--- src/rtl/spi_nor_reader_if.sv ---
// rtl/spi_nor_reader_if.sv - request/response bus of the SPI NOR reader
interface spi_nor_reader_if;
  logic        req;
  logic        ready;
  logic [23:0] addr;
  logic [1:0]  size;
  logic        rvalid;
  logic [31:0] rdata;

  modport master (output req, addr, size, input ready, rvalid, rdata);
  modport slave  (input req, addr, size, output ready, rvalid, rdata);
endinterface

--- src/rtl/spi_nor_reader.sv ---
// rtl/spi_nor_reader.sv - 1-1-1 SPI NOR read controller, mode 0, 1/2/4 byte reads
module spi_nor_reader #(
  parameter int unsigned CLK_DIV  = 2,
  parameter logic [7:0]  READ_CMD = 8'h03
) (
  input  logic            clk,
  input  logic            rst,
  spi_nor_reader_if.slave bus,
  output logic            nor_sck,
  output logic            nor_csb,
  output logic            nor_mosi,
  input  logic            nor_miso
);
  typedef enum logic [1:0] {IDLE, SHIFT_OUT, SHIFT_IN, DESELECT} state_t;

  localparam logic [8:0] HALF_LAST  = 9'(CLK_DIV - 1);
  localparam logic [8:0] DESEL_LAST = 9'(2 * CLK_DIV - 1);

  state_t      state_q, state_d;
  logic [8:0]  cnt_q, cnt_d;
  logic [5:0]  bit_q, bit_d;
  logic [5:0]  last_q, last_d;
  logic [31:0] shreg_q, shreg_d;
  logic [31:0] rx_q, rx_d;
  logic [31:0] rdata_q, rdata_d;
  logic        sck_q, sck_d;
  logic        csb_q, csb_d;
  logic        mosi_q, mosi_d;
  logic        ready_q, ready_d;
  logic        rvalid_q, rvalid_d;
  logic        tail_q, tail_d;

  always_comb begin
    state_d  = state_q;
    cnt_d    = cnt_q;
    bit_d    = bit_q;
    last_d   = last_q;
    shreg_d  = shreg_q;
    rx_d     = rx_q;
    rdata_d  = rdata_q;
    sck_d    = sck_q;
    csb_d    = csb_q;
    mosi_d   = mosi_q;
    ready_d  = ready_q;
    rvalid_d = 1'b0;
    tail_d   = tail_q;

    case (state_q)
      IDLE: begin
        ready_d = 1'b1;
        if (bus.req && ready_q) begin
          state_d = SHIFT_OUT;
          ready_d = 1'b0;
          csb_d   = 1'b0;
          sck_d   = 1'b0;
          shreg_d = {READ_CMD, bus.addr};
          mosi_d  = READ_CMD[7];
          cnt_d   = '0;
          bit_d   = '0;
          rx_d    = '0;
          tail_d  = 1'b0;
          case (bus.size)
            2'd0:    last_d = 6'd39;
            2'd1:    last_d = 6'd47;
            default: last_d = 6'd63;
          endcase
        end
      end

      SHIFT_OUT, SHIFT_IN: begin
        if (tail_q) begin
          // sck is already low; hold csb for one more half period before releasing
          if (cnt_q == HALF_LAST) begin
            state_d  = DESELECT;
            csb_d    = 1'b1;
            rvalid_d = 1'b1;
            rdata_d  = rx_q;
            cnt_d    = '0;
            tail_d   = 1'b0;
          end else begin
            cnt_d = cnt_q + 9'd1;
          end
        end else if (cnt_q != HALF_LAST) begin
          cnt_d = cnt_q + 9'd1;
        end else begin
          cnt_d = '0;
          if (!sck_q) begin
            sck_d = 1'b1;
            // data bit k lands in byte (k-32)/8, MSB first within the byte
            if (state_q == SHIFT_IN) rx_d[{bit_q[4:3], ~bit_q[2:0]}] = nor_miso;
          end else begin
            sck_d = 1'b0;
            if (bit_q == last_q) begin
              tail_d = 1'b1;
            end else begin
              bit_d   = bit_q + 6'd1;
              shreg_d = {shreg_q[30:0], 1'b0};
              mosi_d  = (state_q == SHIFT_OUT && bit_q != 6'd31) ? shreg_q[30] : 1'b0;
              if (bit_q == 6'd31) state_d = SHIFT_IN;
            end
          end
        end
      end

      DESELECT: begin
        if (cnt_q == DESEL_LAST) begin
          state_d = IDLE;
          ready_d = 1'b1;
          cnt_d   = '0;
        end else begin
          cnt_d = cnt_q + 9'd1;
        end
      end

      default: state_d = IDLE;
    endcase
  end

  always_ff @(posedge clk) begin
    if (rst) begin
      state_q  <= IDLE;
      cnt_q    <= '0;
      bit_q    <= '0;
      last_q   <= '0;
      shreg_q  <= '0;
      rx_q     <= '0;
      rdata_q  <= '0;
      sck_q    <= 1'b0;
      csb_q    <= 1'b1;
      mosi_q   <= 1'b0;
      ready_q  <= 1'b0;
      rvalid_q <= 1'b0;
      tail_q   <= 1'b0;
    end else begin
      state_q  <= state_d;
      cnt_q    <= cnt_d;
      bit_q    <= bit_d;
      last_q   <= last_d;
      shreg_q  <= shreg_d;
      rx_q     <= rx_d;
      rdata_q  <= rdata_d;
      sck_q    <= sck_d;
      csb_q    <= csb_d;
      mosi_q   <= mosi_d;
      ready_q  <= ready_d;
      rvalid_q <= rvalid_d;
      tail_q   <= tail_d;
    end
  end

  assign nor_sck    = sck_q;
  assign nor_csb    = csb_q;
  assign nor_mosi   = mosi_q;
  assign bus.ready  = ready_q;
  assign bus.rvalid = rvalid_q;
  assign bus.rdata  = rdata_q;
endmodule

--- src/flat_wrapper.sv ---
// flat-port wrapper written by rule: the top's interface ports become plain ports
module spi_nor_reader_flat 
#(
  parameter int unsigned CLK_DIV  = 2,
  parameter logic [7:0]  READ_CMD = 8'h03
)
  (clk, rst, nor_sck, nor_csb, nor_mosi, nor_miso, bus_req, bus_addr, bus_size, bus_ready, bus_rvalid, bus_rdata);
  spi_nor_reader_if bus_i ();
  input  logic clk;
  input  logic rst;
  output logic nor_sck;
  output logic nor_csb;
  output logic nor_mosi;
  input  logic nor_miso;
  input wire logic [$bits(bus_i.req)-1:0] bus_req;
  input wire logic [$bits(bus_i.addr)-1:0] bus_addr;
  input wire logic [$bits(bus_i.size)-1:0] bus_size;
  output wire logic [$bits(bus_i.ready)-1:0] bus_ready;
  output wire logic [$bits(bus_i.rvalid)-1:0] bus_rvalid;
  output wire logic [$bits(bus_i.rdata)-1:0] bus_rdata;
  assign bus_i.req = bus_req;
  assign bus_i.addr = bus_addr;
  assign bus_i.size = bus_size;
  assign bus_ready = bus_i.ready;
  assign bus_rvalid = bus_i.rvalid;
  assign bus_rdata = bus_i.rdata;
  spi_nor_reader #(.CLK_DIV(CLK_DIV), .READ_CMD(READ_CMD)) u_core (.clk(clk), .rst(rst), .bus(bus_i), .nor_sck(nor_sck), .nor_csb(nor_csb), .nor_mosi(nor_mosi), .nor_miso(nor_miso));
endmodule
--- config.mk ---
export PLATFORM = sky130hd
export DESIGN_NAME = spi_nor_reader_flat
export DESIGN_NICKNAME = d
export VERILOG_FILES = /design/src/rtl/spi_nor_reader_if.sv /design/src/rtl/spi_nor_reader.sv /design/src/flat_wrapper.sv
export SDC_FILE = /design/constraint.sdc
export NUM_CORES = 1
export LEC_CHECK = 0
export ABC_AREA = 1
export CAP_MARGIN = 20
export CORE_MARGIN = 2
export CORE_UTILIZATION = 35
export DETAILED_ROUTE_END_ITERATION = 10
export PLACE_DENSITY_LB_ADDON = 0.05
export SETUP_SLACK_MARGIN = 0.5
export SYNTH_ARGS = -nofsm -noshare
export SYNTH_HDL_FRONTEND = slang
export SYNTH_SLANG_ARGS = --single-unit
--- constraint.sdc ---
create_clock -name clk -period 2.81 [get_ports clk]
set_input_delay 0.562 -clock clk [delete_from_list [all_inputs] [get_ports clk]]
set_output_delay 0.562 -clock clk [all_outputs]
set_load 0.02 [all_outputs]
==> flow_summary.yaml, run 1 <==
outcome:
  outcome: "finished, final reports clean"
routing:
  drt-total-wl_um: 15200
  wl_met1_um: 7600
  wl_met3_um: 601
  vias: 5534
  drtIter0Drc: 366
  vias_per_cell: 4.88
  top_layer: "met4"
  wl_met2_um: 6760
  drc: 0
  post_drt_wl_per_cell_um: 13.4
  antenna_left: 0
  dr.pass1.iters: 5
sta:
  worstMarginPinSlew_ps: 976
  fmax_mhz: 466
  fin_skew_ps: 7.11
  slew_headroom: 0.348
  rsz0062_at_grt: "true"
  min_period_over_period: 0.764
  slew_violations: 0
  setup_viol: 0
  finalHoldViolations: 0
  setup_ws_ps: 664
  fin_crit_ps: 2150
  fin_setup_tns_ps: 0
setup_path:
  path_buf_inv: 2
  cp-start-kind: "register"
  reg2regPathDepth: 7
  critPathKind: "reg -> reg"
  crit_chain: "inv_1 > ha_2 > nand2_2 > nor2_2 > inv_1 > nor2_1 > nor2_1"
  max_stage_delay_ps: 700
  end_kind: "register"
  rr_startpoint: "u_core.state_q[0]"
  cp_max_fo: 33
  cp_data_arrival_time_ps: 2500
  cp_slowest_cell: "inv_1"
  r2r_slack_ps: 660
  critPathTopFamily: "buffers and inverters"
  r2r-end: "u_core.bus.rdata[29]"
  cp.required_ps: 3170
placement:
  dpl_worst_slack_ps: 338
  dpl-instance-area_sq_um: 6770
  routabilityCongestion: 0.808
  portBuffers: 66
  dp_hpwl_um: 9520
logic_synthesis:
  seq_area_frac_synth: 0.403
  yosys.cell_count.top_type: "nand2_1"
  netlist-cell-type-count: 34
  synthTopCellsByArea: "dfxtp_1, nand2_1, nor2_1"
  yosysTopAreaCell: "dfxtp_1"
  syn_inst: 863
  synth_top_cell_area_share: 0.403
  syn_nets: 904
  synth_edf_count: 0
  syn_area_per_cell_sq_um: 6.96
  yosys_warnings: 0
  ys.flop_type: "dfxtp_1"
  synth_commonest_cells: "nand2_1, nor2_1, dfxtp_1"
  synth_seq_cells: 121
  async_flop_share: 0
  syn-cell-area_sq_um: 6010
global_routing:
  globalRoute.totalOverflow: 0
  grt.total_usage: 0.171
  antenna_found_initial: 0
  grt_pass1_wl_um: 25300
  grt_pass1_vias: 5237
  grt_max_degree: 65
cts:
  cts_root_buffer: "clkbuf_16"
  numCtsBuffers: 17
  cts_hold_buf: 0
  cts_tree: "done"
  path_clk_slew_ps: 60
  clock_path_buffers: 2
  clk_latency_ps: 420
  clock_sinks: 121
  cts-htree-levels: 4
pwr:
  powerDensity_nw_per_um2: 932
  p_leak_nw: 3.22
  ir_drop_mv: 0.726
floorplanning:
  die_y_um: 135
  start_util: 0.360
  rows: 47
  coreArea_sq_um: 16700
  die_x_um: 135
  fp.dieArea_sq_um: 18200
  boundaryPins: 67
final_layout:
  drive_gt1_frac: 0.0743
  postLayoutCellArea_sq_um: 7410
  nFillCells: 1704
  area_growth_pct: 23.4
  diodes: 0
  nNetsFinal: 944
run:
  maxCapViolations: 0
hold_path:
  holdPathEnd: "u_core.rx_q[17]"
  hold_path.class: "reg -> reg"
  min_path_cells: 2
  min-delay-start: "u_core.rx_q[17]"
metal layers:
| layer | up-vias | GRT usage |
|---|---|---|
| met3 | 19 | 0.0372 |
| li1 | 2889 | - |
| met4 | 0 | 0.0735 |
| met2 | 125 | 0.269 |
| met1 | 2501 | 0.226 |
| met5 | - | 0 |
worst reg2reg max path: stages, from the launching register on:
cell and delay, ps:
dfxtp_1 380, inv_1 100, ha_2 390, nand2_2 160, nor2_2 60, inv_1 700, nor2_1 150, nor2_1 150
worst max path at each step:
stage	from	cells after the start	slack (ps)	end
after floorplan	u_core.state_q[0]	12	940	u_core.bit_q[1]
after global placement	bus_req	10	360	u_core.shreg_q[30]
after detailed placement	bus_req	9	340	u_core.bit_q[5]
after CTS	u_core.state_q[0]	9	520	u_core.bit_q[5]
after global routing	u_core.state_q[0]	7	450	u_core.bus.rdata[26]
final	u_core.state_q[0]	7	660	u_core.bus.rdata[29]
where the power goes:
part           total, mW  internal (mW)  switching, mW
sequential          1.99           1.89         0.0967
combinational       2.67          0.861           1.81
clock               2.25           1.48          0.769
total               6.91           4.23           2.68
registers in the layout, summed over array words and instances, names as in the netlist:
register,flops
u_core.rx_q,32
u_core.bus.ready,1
u_core.bus.rdata,32
u_core.last_q,3
u_core.tail_q,1
u_core.cnt_q,9
u_core.nor_csb,1
u_core.bit_q,6
u_core.shreg_q,31
u_core.nor_mosi,1
u_core.bus.rvalid,1
u_core.state_q,2
u_core.nor_sck,1
repair_timing:
| item | in CTS | in global routing |
|---|---|---|
| gates resized for setup | 0 | 2 |
| setup endpoints to repair | 0 | 54 |
| setup buffers | 0 | 0 |
| hold endpoints to repair | 0 | 0 |
cell usage in the layout (no fill, tap or decap), types with 10 or more instances in the layout:
cell type | Yosys | final
dfxtp_1 | 121 | 121
inv_1 | 66 | 65
nand3_1 | 18 | 18
mux2i_1 | 24 | 23
o21ai_0 | 42 | 42
clkdlybuf4s50_1 | 0 | 66
ha_1 | 11 | 10
nand2_1 | 203 | 203
buf_4 | 7 | 12
clkbuf_16 | 0 | 17
nand4_1 | 79 | 79
nor2_1 | 154 | 154
a21oi_1 | 47 | 47
metrics by stage:
stage | util | power (mW) | hold WS, ps | instances
after floorplan | - | 4.12 | 439 | 863
after global placement | 0.406 | 4.57 | 455 | 1102
after detailed placement | 0.406 | 4.60 | 456 | 1102
after CTS | 0.442 | 6.87 | 464 | 1133
after global routing | 0.444 | 7.38 | 480 | 1135
final | 0.444 | 6.91 | 462 | 1135
cell families (layout without fill, tap and decap cells):
logic type / count (synthesis) / in the layout / share of synthesized area
buffers and inverters: 134 / 184 / 0.0950
AND/OR/NAND/NOR: 469 / 471 / 0.344
AO/OA/AOI/OAI: 99 / 99 / 0.0879
flip-flops: 121 / 121 / 0.403
XOR/XNOR: 5 / 5 / 0.00729
adder cells (fa/ha/maj): 11 / 11 / 0.0229
multiplexers: 24 / 24 / 0.0400
layout make-up:
| class | instances | area (sq um) | share of cell area |
|---|---|---|---|
| Clock inverter | 7 | 115 | 0.0155 |
| Tap cell | 220 | 275 | 0.0371 |
| Clock buffer | 24 | 492 | 0.0664 |
| Sequential cell | 121 | 2420 | 0.327 |
| Timing Repair Buffer | 79 | 771 | 0.104 |
| Inverter | 74 | 278 | 0.0375 |
| Multi-Input combinational cell | 610 | 3060 | 0.413 |
Note: power is estimated with default switching activity, not from simulation.
==> run 2, diff against run 1 <==
==> constraint.sdc (replaced) <==
create_clock -name clk -period 1.8 [get_ports clk]
set_input_delay 0.36 -clock clk [delete_from_list [all_inputs] [get_ports clk]]
set_output_delay 0.36 -clock clk [all_outputs]
set_load 0.02 [all_outputs]
==> flow_summary.yaml, run 2 (synthesis gave the netlist of run 1 again) <==
floorplanning:
  boundaryPins: 67
  rows: 47
  die_y_um: 135
  start_util: 0.360
  fp.dieArea_sq_um: 18200
  die_x_um: 135
  coreArea_sq_um: 16700
sta:
  rsz0062_at_grt: "true"
  worstMarginPinSlew_ps: 568
  slew_violations: 0
  hold_ws_ps: 460
  setup_ws_ps: 123
  setup_viol: 0
  fin_crit_ps: 1680
  fmax_mhz: 596
  min_period_over_period: 0.932
  fin_skew_ps: 7.29
  finalHoldViolations: 0
  slew_headroom: 0.621
final_layout:
  mostFrequentLayoutCell: "nand2_1"
  drive_gt1_frac: 0.244
  area_growth_pct: 42.1
  postLayoutCellArea_sq_um: 8530
  diodes: 0
  fin_cells: 1203
  layout_common_cells: "nand2_1, nor2_1, dfxtp_1, nand4_1, inv_1"
  nNetsFinal: 1011
placement:
  routabilityCongestion: 0.805
  dpl-instance-area_sq_um: 7150
  dp_hpwl_um: 9860
  dp.cells: 1133
  portBuffers: 66
  dpl_worst_slack_ps: -109
global_routing:
  globalRoute.totalOverflow: 0
  grt_pass1_vias: 5706
  grt_max_degree: 65
  antenna_found_initial: 0
  grt_pass1_wl_um: 27600
  grt.total_usage: 0.187
routing:
  drt-total-wl_um: 17400
  post_drt_wl_per_cell_um: 14.5
  drc: 0
  vias: 5978
  vias_per_cell: 4.97
  dr.pass1.iters: 5
  antenna_left: 0
  drtIter0Drc: 422
setup_path:
  cp-startpoint: "u_core.state_q[1]"
  critPathKind: "reg -> reg"
  end_kind: "register"
  rr_startpoint: "u_core.state_q[1]"
  cp_max_fo: 6
  r2r_slack_ps: 120
  cp_data_arrival_time_ps: 2030
  reg2regPathDepth: 10
  r2r-end: "u_core.bit_q[4]"
  cp-endpoint: "u_core.bit_q[4]"
  cp.required_ps: 2150
  cp-start-kind: "register"
hold_path:
  hold_path.class: "reg -> reg"
pwr:
  p_leak_nw: 3.83
  powerDensity_nw_per_um2: 1580
  finalPower_mw: 13.5
  ir_drop_mv: 0.835
cts:
  cts-htree-levels: 4
  cts_tree: "done"
  clock_path_buffers: 2
  clock_sinks: 121
  cts_root_buffer: "clkbuf_16"
  clk_latency_ps: 420
  path_clk_slew_ps: 50
  numCtsBuffers: 17
outcome:
  outcome: "finished, final reports clean"
run:
  maxCapViolations: 0
[run 2: routing by layer]
metal  wire, um  track usage  up-vias
met1       7800        0.231     2738
met4        420       0.0729        0
met2       8450        0.316      155
li1           -            -     3048
met5          0            0        -
met3        755       0.0439       37
[run 2: where the power goes]
part / internal, mW / total, mW / leakage (nW) / switching, mW
sequential: 2.96 / 3.12 / 0.987 / 0.158
clock: 2.18 / 3.39 / 0.283 / 1.21
combinational: 3.27 / 6.96 / 2.56 / 3.70
total: 8.41 / 13.5 / 3.83 / 5.06
[run 2: worst max-delay path: stages (launching register included)]
cell      delay [ps]
dfxtp_2          330
inv_2             60
ha_4             290
nand2_4          100
o211ai_4         110
buf_4            150
buf_6            120
a21oi_4          120
buf_6            150
nand3_2           80
a21oi_2          110
[run 2: worst min-delay path by stage]
stage                                  start                  to  cells past startpoint
after global placement    u_core.shreg_q[17]  u_core.shreg_q[17]                      2
after floorplan           u_core.shreg_q[17]  u_core.shreg_q[17]                      2
after CTS                    u_core.rx_q[17]     u_core.rx_q[17]                      2
after global routing         u_core.rx_q[23]     u_core.rx_q[23]                      2
final                        u_core.rx_q[18]     u_core.rx_q[18]                      2
after detailed placement      u_core.rx_q[9]      u_core.rx_q[9]                      2
[run 2: per-stage QoR]
stage / util / TNS (ps)
CTS: 0.486 / 0
floorplan: - / 0
finish: 0.511 / 0
global route: 0.511 / 0
detailed placement: 0.428 / -4650
global placement: 0.428 / -4550
[run 2: timing repair]
| action | 4_1_cts | 5_1_grt |
|---|---|---|
| endpoints found under the setup margin | 156 | 148 |
| endpoints found under the hold margin | 0 | 0 |
| hold buffers | 0 | 0 |
| setup buffers | 14 | 7 |
| cloned | 7 | 10 |
| gates resized for setup | 189 | 80 |
| pin swaps | 13 | 19 |
[run 2: cell type report]
cell class,instances,area (sq um)
well taps,220,275
fillers,1647,8170
repair buffers,147,1590
flip-flops and latches,121,2440
multi-input cells,609,3350
clock buffers,25,495
clock inverters,7,90.1
inverters,74,288
==> run 3, diff against run 2 <==
--- a/config.mk
+++ b/config.mk
@@ -10,6 +10,7 @@
 export CORE_MARGIN = 2
 export CORE_UTILIZATION = 35
 export DETAILED_ROUTE_END_ITERATION = 10
+export GPL_ROUTABILITY_DRIVEN = 1
 export PLACE_DENSITY_LB_ADDON = 0.05
 export SETUP_SLACK_MARGIN = 0.5
 export SYNTH_ARGS = -nofsm -noshare
==> results of run 3 <==
No change in the layout: final DEF, timing and power equal those of run 2.
